[config.mk]
export PLATFORM = sky130hd
export DESIGN_NAME = adder_result_fifo
export DESIGN_NICKNAME = d
export VERILOG_FILES = /design/src/rtl/adder_result_fifo.sv
export SDC_FILE = /design/constraint.sdc
export NUM_CORES = 1
export LEC_CHECK = 0
export ABC_AREA = 1
export CELL_PAD_IN_SITES_DETAIL_PLACEMENT = 1
export CELL_PAD_IN_SITES_GLOBAL_PLACEMENT = 2
export CORE_MARGIN = 5
export CORE_UTILIZATION = 32
export DETAILED_ROUTE_END_ITERATION = 10
export PLACE_DENSITY = 0.84
export REMOVE_ABC_BUFFERS = 1
export SYNTH_ARGS = -nofsm -noshare
export SYNTH_HDL_FRONTEND = slang
export SYNTH_SLANG_ARGS = --single-unit
[constraint.sdc]
create_clock -name clk -period 2.6 [get_ports clk]
set_input_delay 0.52 -clock clk [delete_from_list [all_inputs] [get_ports clk]]
set_output_delay 0.52 -clock clk [all_outputs]
set_load 0.01 [all_outputs]
[src/rtl/adder_result_fifo.sv]
// In-order result FIFO behind the 32-bit registered adder, with drop counting on overflow.
// Optional same-cycle fall-through when empty is enabled by defining ADDER_RESULT_FIFO_BYPASS_EN.
module adder_result_fifo #(
    parameter int WIDTH = 32,
    parameter int DEPTH = 4,
    localparam int CNT_W = $clog2(DEPTH + 1)
) (
    input  logic             clk,
    input  logic             rst,
    input  logic             in_valid,
    input  logic [WIDTH-1:0] in_data,
    output logic             out_valid,
    input  logic             out_ready,
    output logic [WIDTH-1:0] out_data,
    output logic [CNT_W-1:0] count,
    output logic             full,
    output logic             empty,
    output logic [15:0]      drop_cnt
);

    localparam int PTR_W = $clog2(DEPTH);
    localparam logic [CNT_W-1:0] FULL_CNT = CNT_W'(DEPTH);

    logic [WIDTH-1:0] mem [DEPTH];
    logic [PTR_W-1:0] rd_ptr;
    logic [PTR_W-1:0] wr_ptr;
    logic [CNT_W-1:0] count_q;
    logic [15:0]      drop_q;

    logic pop;
    logic push;
    logic drop;
    logic bypass;

    assign count    = count_q;
    assign drop_cnt = drop_q;
    assign empty    = (count_q == '0);
    assign full     = (count_q == FULL_CNT);

`ifdef ADDER_RESULT_FIFO_BYPASS_EN
    // An arriving result that the consumer takes immediately never touches storage.
    assign bypass    = empty && in_valid && out_ready;
    assign out_valid = !empty || in_valid;
    assign out_data  = !empty ? mem[rd_ptr] : (in_valid ? in_data : '0);
`else
    assign bypass    = 1'b0;
    assign out_valid = !empty;
    assign out_data  = empty ? '0 : mem[rd_ptr];
`endif

    assign pop  = !empty && out_ready;
    assign push = in_valid && !bypass && (!full || pop);
    assign drop = in_valid && full && !pop;

    always_ff @(posedge clk) begin
        if (push && !rst) begin
            mem[wr_ptr] <= in_data;
        end
    end

    always_ff @(posedge clk) begin
        if (rst) begin
            rd_ptr  <= '0;
            wr_ptr  <= '0;
            count_q <= '0;
            drop_q  <= '0;
        end else begin
            if (push) begin
                wr_ptr <= wr_ptr + PTR_W'(1);
            end
            if (pop) begin
                rd_ptr <= rd_ptr + PTR_W'(1);
            end
            case ({push, pop})
                2'b10:   count_q <= count_q + CNT_W'(1);
                2'b01:   count_q <= count_q - CNT_W'(1);
                default: count_q <= count_q;
            endcase
            if (drop && (drop_q != 16'hFFFF)) begin
                drop_q <= drop_q + 16'd1;
            end
        end
    end

endmodule

==> results of run 1 <==
==> worst min-delay path by stage <==
stage / depth (start not counted) / endpoint / slack, ps / startpoint
after floorplan: 2 / flip-flop / 440 / rd_ptr[1]$_SDFFE_PP0N_
after global placement: 1 / rd_ptr[0]$_SDFFE_PP0N_ / 450 / rd_ptr[0]$_SDFFE_PP0N_
after detailed placement: 2 / rd_ptr[1]$_SDFFE_PP0N_ / 460 / rd_ptr[1]$_SDFFE_PP0N_
after CTS: 2 / rd_ptr[1]$_SDFFE_PP0N_ / 480 / rd_ptr[1]$_SDFFE_PP0N_
after global routing: 1 / rd_ptr[0]$_SDFFE_PP0N_ / 510 / rd_ptr[0]$_SDFFE_PP0N_
final: 2 / rd_ptr[1]$_SDFFE_PP0N_ / 470 / rd_ptr[1]$_SDFFE_PP0N_
==> power groups by stage <==
stage          clock network [mW]  logic [mW]  registers [mW]
2_1_floorplan                   0       0.507            2.87
3_3_place_gp                    0        1.27            2.83
3_5_place_dp                    0        1.32            2.84
4_1_cts                      2.57        1.31            2.79
5_1_grt                      2.68        1.42            2.80
6_report                     2.51        1.29            2.79
==> routing by layer <==
| metal | global-route usage, % | up-vias | part of all wire (%) | routed length, um |
|---|---|---|---|---|
| met5 | 0 | - | 0.15 | 25 |
| met4 | 4.44 | 4 | 1.7 | 284 |
| met3 | 4.28 | 27 | 4.0 | 684 |
| met2 | 27.0 | 96 | 50 | 8510 |
| met1 | 17.8 | 2326 | 44 | 7380 |
| li1 | - | 2235 | - | - |
==> cells in the mapped netlist, types with 7 or more instances <==
master                     instances  area, sq um
sky130_fd_sc_hd__a21oi_1          41          205
sky130_fd_sc_hd__a21oi_2           9         78.8
sky130_fd_sc_hd__buf_1             8         30.0
sky130_fd_sc_hd__buf_2             7         35.0
sky130_fd_sc_hd__clkbuf_1         11         41.3
sky130_fd_sc_hd__dfxtp_1          25          500
sky130_fd_sc_hd__edfxtp_1        128         3840
sky130_fd_sc_hd__inv_1            31          116
sky130_fd_sc_hd__nand2_1          55          206
sky130_fd_sc_hd__nand3_1          11         55.1
sky130_fd_sc_hd__nor2_1          159          597
sky130_fd_sc_hd__o21ai_0          70          350
==> timing repair <==
item                       CTS  global route
setup endpoints to repair   28            14
buffers inserted             1             3
gates resized for setup     28            15
hold buffers                 0             0
pin swaps                    2             0
cloned                       1             0
==> critical path, delay by kind of cell, from the launching register on <==
family | cells | cell delay (ps)
buffers and inverters | 3 | 900
flip-flops | 1 | 330
AND/OR/NAND/NOR | 2 | 270
==> sequential cells by signal (all words and copies together), names as in the netlist, named ones only <==
register / count
wr_ptr: 2
mem: 128
rd_ptr: 2
drop_cnt: 16
count: 3
==> layout make-up <==
class                           count  share of cell area [%]
Clock buffer                       18                    5.07
Clock inverter                     14                    2.03
Inverter                           34                    1.51
Multi-Input combinational cell    378                    21.5
Sequential cell                   153                    51.4
Tap cell                          265                    3.92
Timing Repair Buffer              114                    14.5
==> kinds of logic after synthesis <==
kind of cell | after synthesis | synth area share (%)
xor+xnor | 6 | 0.824
buf+inv | 62 | 4.02
simple gates | 243 | 15.5
fa+ha+maj | 6 | 1.29
compound gates | 123 | 10.3
flops | 153 | 68.1
==> through the flow <==
stage	hold WS (ps)	area, sq um	instances	setup TNS [ps]
finish	473	8460	976	0
detailed placement	463	7750	939	0
floorplan	437	6250	565	-41330
global placement	454	7750	939	0
CTS	475	8400	973	-26.5
global route	515	8460	976	0
==> metrics list, run 1 <==
- The run finished with clean final reports.
- After layout, the worst setup slack is 142 ps.
- The filler cells instantiated in the layout total 2121.
- End point of the critical path: empty
- The clock arrives with 8.15 ps of skew.
- The initial antenna violation count is 2.
* Post-synthesis register bit count: 153
* Number of CTS-inserted buffers: 17
- Net count of the finished layout: 740
- Clock-pin slew was measured on the worst setup and hold paths at 60 ps.
- Each instance of the synthesized netlist takes up on average 10.8 sq um.
* Critical path peak fanout: 33
- The critical path is of the reg2out type.
- Number of nets still failing antenna checks after routing: 0
- TritonCTS built the clock tree.
* Start of the worst register-to-register path: count[2]$_SDFFE_PP0P_
- Detailed-route via count: 4688
* Detailed-placement wirelength estimate: 11200 um
- In this run the clock root is driven by a sky130_fd_sc_hd__clkbuf_16.
* Area of the core: 19500 sq um
- Timing analysis after detailed placement gives a worst setup slack of 155 ps.
* TritonCTS Sinks: 153
- Across the VDD grid, the largest voltage drop is 0.000392 V.
- In this run the power density over the cells is 779 nW/um^2.
- The worst setup path is launched from a flip-flop.
- Initial DRT Pass Iterations: 4
- In this run switching power makes up 26.9% of total power.
* Min-Delay Path Class: reg2reg
- Gate Count Post-Synth: 593
- The area growth from synthesis to layout is 32.6%.
- Global routing consumed, over all layers together, 15.2% of the routing resources.
- Max-cap violations in this run came to 0.
* Register Area: 4350 sq um
- Leaving out fill and tap cells, the most frequent cell in the layout is sky130_fd_sc_hd__nor2_1.
* Max clock buf depth: 2
* Cell area after synthesis: 6380 sq um
- For this run, the top clock speed supported by timing is 407 MHz.
- Diode count: 0
- The smallest clock period supported by the final layout is computed as 2460 ps.
- At the worst endpoint, the required time is 2080 ps.
- Walking the worst path, the cells encountered are nor2_2 -> nand2_2 -> inv_1 -> buf_12 -> clkdlybuf4s50_1.
* Static Leak: 3.13 nW
* Critical path endpoint category: output pin
- Among all stages on the critical path, the largest delay is contributed by sky130_fd_sc_hd__clkdlybuf4s50_1.
* Post-synth EDFFs: 128
- In this run, the combinational gates consume 19.6% of the power.
- Worst flop-to-flop path endpoint: count[1]$_SDFFE_PP0P_
- Cell internal power was estimated by the tool at 4.82 mW.
- For the worst setup path, the data arrival time is 1940 ps.
- For this run, design rule violations remaining after detail routing come to 0.
* Number of I/O port buffers: 89
- Chip Width: 151 um
- At the end of the flow the core is filled with cells to 43.3%.
- Number of pins with negative max-slew slack in the final report: 0
- Cells on worst reg2reg path: 9
- The number of global-route vias before repair is 5060.
- After detailed routing, the average wire length per cell comes to 17.3 um.
- Critical path origin: count[0]$_SDFFE_PP0P_
- Primary flip-flop cell chosen by synthesis mapping: sky130_fd_sc_hd__edfxtp_1
- Overall die area: 22900 sq um
* Number of distinct standard cells referenced by the synthesized netlist: 28
* Multi-input logic area: 1820 sq um
- Number of levels in the clock H-tree: 4
* Overall power: 6.59 mW
* Portion of the post-synthesis area used by sequential elements: 68.1%
- For this design the top-level I/O count stands at 90.
- Wire length of the first global-routing pass: 26500 um
* Routability cong.: 0.778
* Net Sw Power: 1.78 mW
- Share of the cycle needed by the critical path after routing: 94.5%
- Per report_power, the clock group accounts for 38.1% of the total.
- The total overflow left after global routing is 0.
- Synthesis warning total: 0
- In this run the register-to-register setup slack is 780 ps.
* Chip Height: 151 um
* Unrepaired setup endpoints after global routing: no
- Top library cells by usage in the layout, fill and taps aside: sky130_fd_sc_hd__nor2_1 (155), sky130_fd_sc_hd__edfxtp_1 (128), sky130_fd_sc_hd__o21ai_0 (70)
* Insertion delay to the later sink of the worst-skew pair: 420 ps
- For the pin with the worst max-slew slack, the measured transition is 553 ps.
* Share of layout cells above drive strength 1: 12.4%
- Slew headroom: 63.1%
* First-iteration detailed-routing DRC count: 221
- Dividing the detail-routed via count by the number of cells gives 4.80.
* Final number of hold-violating endpoints: 0
* Largest stage delay on the critical path: 570 ps
* Part of the power in registers: 42.3%
- The initial utilization of the core area, before any placement, comes to 32.7%.
- Pin count of the biggest net entering global routing: 41
- Share of flip-flops with an asynchronous set or reset after synthesis: 0%
* Placement Rows: 51
* Final number of setup-violating endpoints: 0
- Routed wire length: 16900 um
(Power assumes the default switching activity.)
==> inputs of run 2 (changes only) <==
CORE_UTILIZATION = 35   (was 32)
PLACE_DENSITY = 0.87   (was 0.84)
clock period = 2.75 ns   (was 2.6 ns; I/O delays follow)
==> metrics list, run 2 (synthesis gave the netlist of run 1 again) <==
- The flow ran to the end, and the final reports show no timing, DRC or antenna violations.
* Number of levels in the clock H-tree: 4 (unchanged)
* Share of the cycle needed by the critical path after routing: 96.4%
- Number of antenna violations at the first check in global routing: 0 (-2)
- Slew headroom: 63.2% (about the same)
* Chip Height: 145 um (-4.1%)
* Routed wire length: 15700 um (-7.0%)
* Detailed-placement wirelength estimate: 10400 um (-7.1%)
- The count of antenna diodes in the layout came to 0 (unchanged).
- Ratio of total power to cell area: 744 nW/um^2 (-4.6%)
* Routability cong.: 0.817 (+5.0%)
- Static Leak: 2.98 nW (-4.8%)
- In the layout the commonest cells are sky130_fd_sc_hd__nor2_1 (155), sky130_fd_sc_hd__edfxtp_1 (128), sky130_fd_sc_hd__clkdlybuf4s50_1 (79).
* Max reg flops: 128 (unchanged)
* TritonCTS clock tree: built
* Type of the worst setup path: reg2out
* First-iteration detailed-routing DRC count: 155 (-30%)
* Number of global-route vias before repair: 5031 (-0.57%)
* Placement Rows: 49 (-3.9%)
* Fraction of power consumed by the clock network: 37.8% (-0.3 points)
* Worst-case vdd ir drop: 0.000385 V (-1.8%)
- Number of pins with negative max-slew slack in the final report: 0 (unchanged)
- The end-of-flow core utilization came to 46.4% (+3.0 points).
- Critical Path RT: 2200 ps (+120 ps)
* Final number of hold-violating endpoints: 0 (unchanged)
* Max clock buf depth: 2 (unchanged)
- The number of cell instances on the worst register-to-register path is 9 (unchanged).
- The slack of the worst reg-to-reg path was 920 ps (+140 ps).
- The final instance area was 8330 sq um (-1.5%).
- The fraction of power spent switching nets came to 26.1% (-0.78 points).
* Kind of cell with the highest combined delay on the critical path: buffers and inverters
- The library cell used most frequently in the layout, excluding fill and tap cells, is sky130_fd_sc_hd__nor2_1.
- Overall power: 6.19 mW (-6.0%)
- The worst slack at placement is 357 ps (+202 ps).
- More flip-flops sit in one register than any other, and that register is mem.
- Final number of setup-violating endpoints: 0 (unchanged)
- Startpoint of the worst hold path: rd_ptr[1]$_SDFFE_PP0N_
- Worst flop-to-flop path endpoint: count[1]$_SDFFE_PP0P_
- Net Sw Power: 1.62 mW (-8.8%)
- The leftover overflow at the end of global routing is 0 (unchanged).
- The count of antenna-violating nets left after detailed routing was 0 (unchanged).
* Part of the power in registers: 42.6% (+0.3 points)
- Chip Width: 145 um (-4.1%)
- Combinational share of power: 19.6% (about the same)
- Achievable clock frequency: 377 MHz
* Effective utilization at floorplan: 35.5% (+2.8 points)
* Final worst slack: 98.4 ps (-44.0 ps)
* Clock-pin transition on the worst setup and hold timing paths: 60 ps (about the same)
- Final routed wire length divided by cell count: 16.9 um (-2.6%)
- Min cycle time layout: 2650 ps
- The number of vias per cell was 4.91 (+2.2%).
- Number of maximum-capacitance violations: 0 (unchanged)
* Critical path peak fanout: 48 (+45%)
* Gr usage total: 15.2% (+0.039 points)
- The sum of buffers and inverters on the critical path came to 3 (unchanged).
- Overall die area: 21000 sq um (-8.0%)
- Worst Clk Skew: 5.77 ps (-2.38 ps)
* Cells along the critical path: clkinv_1 -> buf_12 -> o21ai_0 -> a21oi_2 -> clkdlybuf4s50_1
- The worst hold path stage count is 2 (unchanged).
* Number of I/O port buffers: 89 (unchanged)
- The overall via count from detail_route was 4573 (-2.5%).
- The TritonCTS sink count was 153 (unchanged).
- The placeable core region is 18000 sq um (-8.0%).
- Critical path arrival: 2100 ps (+160 ps)
* Share of layout cells above drive strength 1: 11.1% (-1.3 points)
* Number of CTS-inserted buffers: 17 (unchanged)
- The boundary pin count came to 90 (unchanged).
* Insertion delay to the later sink of the worst-skew pair: 420 ps (about the same)
* Root Driver: sky130_fd_sc_hd__clkbuf_16
* Min-Delay Path Class: reg2reg
* Largest stage delay on the critical path: 490 ps (-80 ps)
- The number of nets in the final layout is 733 (-0.95%).
* Pin count of the biggest net entering global routing: 49 (+20%)
* Unrepaired setup endpoints after global routing: yes
* Worst Tran Pin Value: 553 ps (-0.319 ps)
* Placed standard-cell area: 7670 sq um (-1.1%)
* Wire length of the first global-routing pass: 25700 um (-2.9%)
* Cell type of the slowest stage on the worst timing path: sky130_fd_sc_hd__clkdlybuf4s50_1
* DRC violation count after routing: 0 (unchanged)
- Internal power summed over all cells: 4.57 mW (-5.0%)
- CTS Hold Buffers Added: 0 (unchanged)
* Initial DRT Pass Iterations: 4 (unchanged)
* Area added between synthesis and finish: 30.6%
- Critical path endpoint category: output pin
- The worst register-to-register path begins at count[2]$_SDFFE_PP0P_.
- Startpoint class of the critical path: flip-flop
* Fillers: 1913 (-9.8%)
run 2: cell count changes in the layout (fill, tap and decap cells not counted), sizes merged:
cell | previous run | this run
dlymetal6s2s | 12 | 10
inv | 34 | 35
bufbuf | 1 | 0
clkinvlp | 1 | 3
buf | 24 | 18
dlygate4sd2 | 19 | 0
clkdlybuf4s50 | 58 | 79
clkinv | 10 | 6
run 2: how the worst max path moves through the flow:
stage / start / end / slack, ps / depth (start not counted)
after floorplan: flip-flop / out_data[30] / -880 / 3
after global placement: out_ready / mem[3][2]$_DFFE_PP_ / 410 / 8
after detailed placement: out_ready / mem[3][31]$_DFFE_PP_ / 360 / 8
after CTS: flip-flop / out_data[3] / -3 / 6
after global routing: flip-flop / out_data[6] / -20 / 5
final: flip-flop / out_data[6] / 100 / 5
run 2: layout make-up:
cell class / count / area (sq um) / area share (%)
well taps: 229 / 287 / 3.44
clock buffers: 18 / 429 / 5.15
inverters: 34 / 128 / 1.53
clock inverters: 13 / 166 / 2.00
flip-flops and latches: 153 / 4350 / 52.2
repair buffers: 107 / 1150 / 13.9
multi-input cells: 378 / 1820 / 21.8
run 2: metal layers:
metal	vias up	global-route usage, %	part of all wire, %
met1	2231	18.1	43
met5	-	0	0
met4	0	4.90	1.3
met2	111	26.3	51
met3	14	4.83	4.8
li1	2217	-	-
run 2: timing repair:
action,CTS,global route
setup endpoints to repair,15,22
buffers inserted,0,2
pin swaps,0,2
cloned,0,0
resized for setup,3,14
run 2: power by group through the flow:
stage	logic, mW	registers [mW]	clock network (mW)
6_report	1.21	2.64	2.34
5_1_grt	1.34	2.64	2.50
4_1_cts	1.23	2.64	2.40
3_5_place_dp	1.22	2.69	0
3_3_place_gp	1.19	2.68	0
2_1_floorplan	0.480	2.72	0
run 2: metrics by stage:
stage          TNS (ps)  hold WS, ps  std cells
2_1_floorplan    -27190          437        565
3_3_place_gp          0          455        899
3_5_place_dp          0          454        899
4_1_cts           -2.86          466        930
5_1_grt           -19.2          508        932
6_report              0          461        932
run 2: worst min-delay path, cell delays in order, from the launching register on:
cell and delay (ps):
sky130_fd_sc_hd__dfxtp_1 290, sky130_fd_sc_hd__inv_1 60, sky130_fd_sc_hd__a21oi_1 70
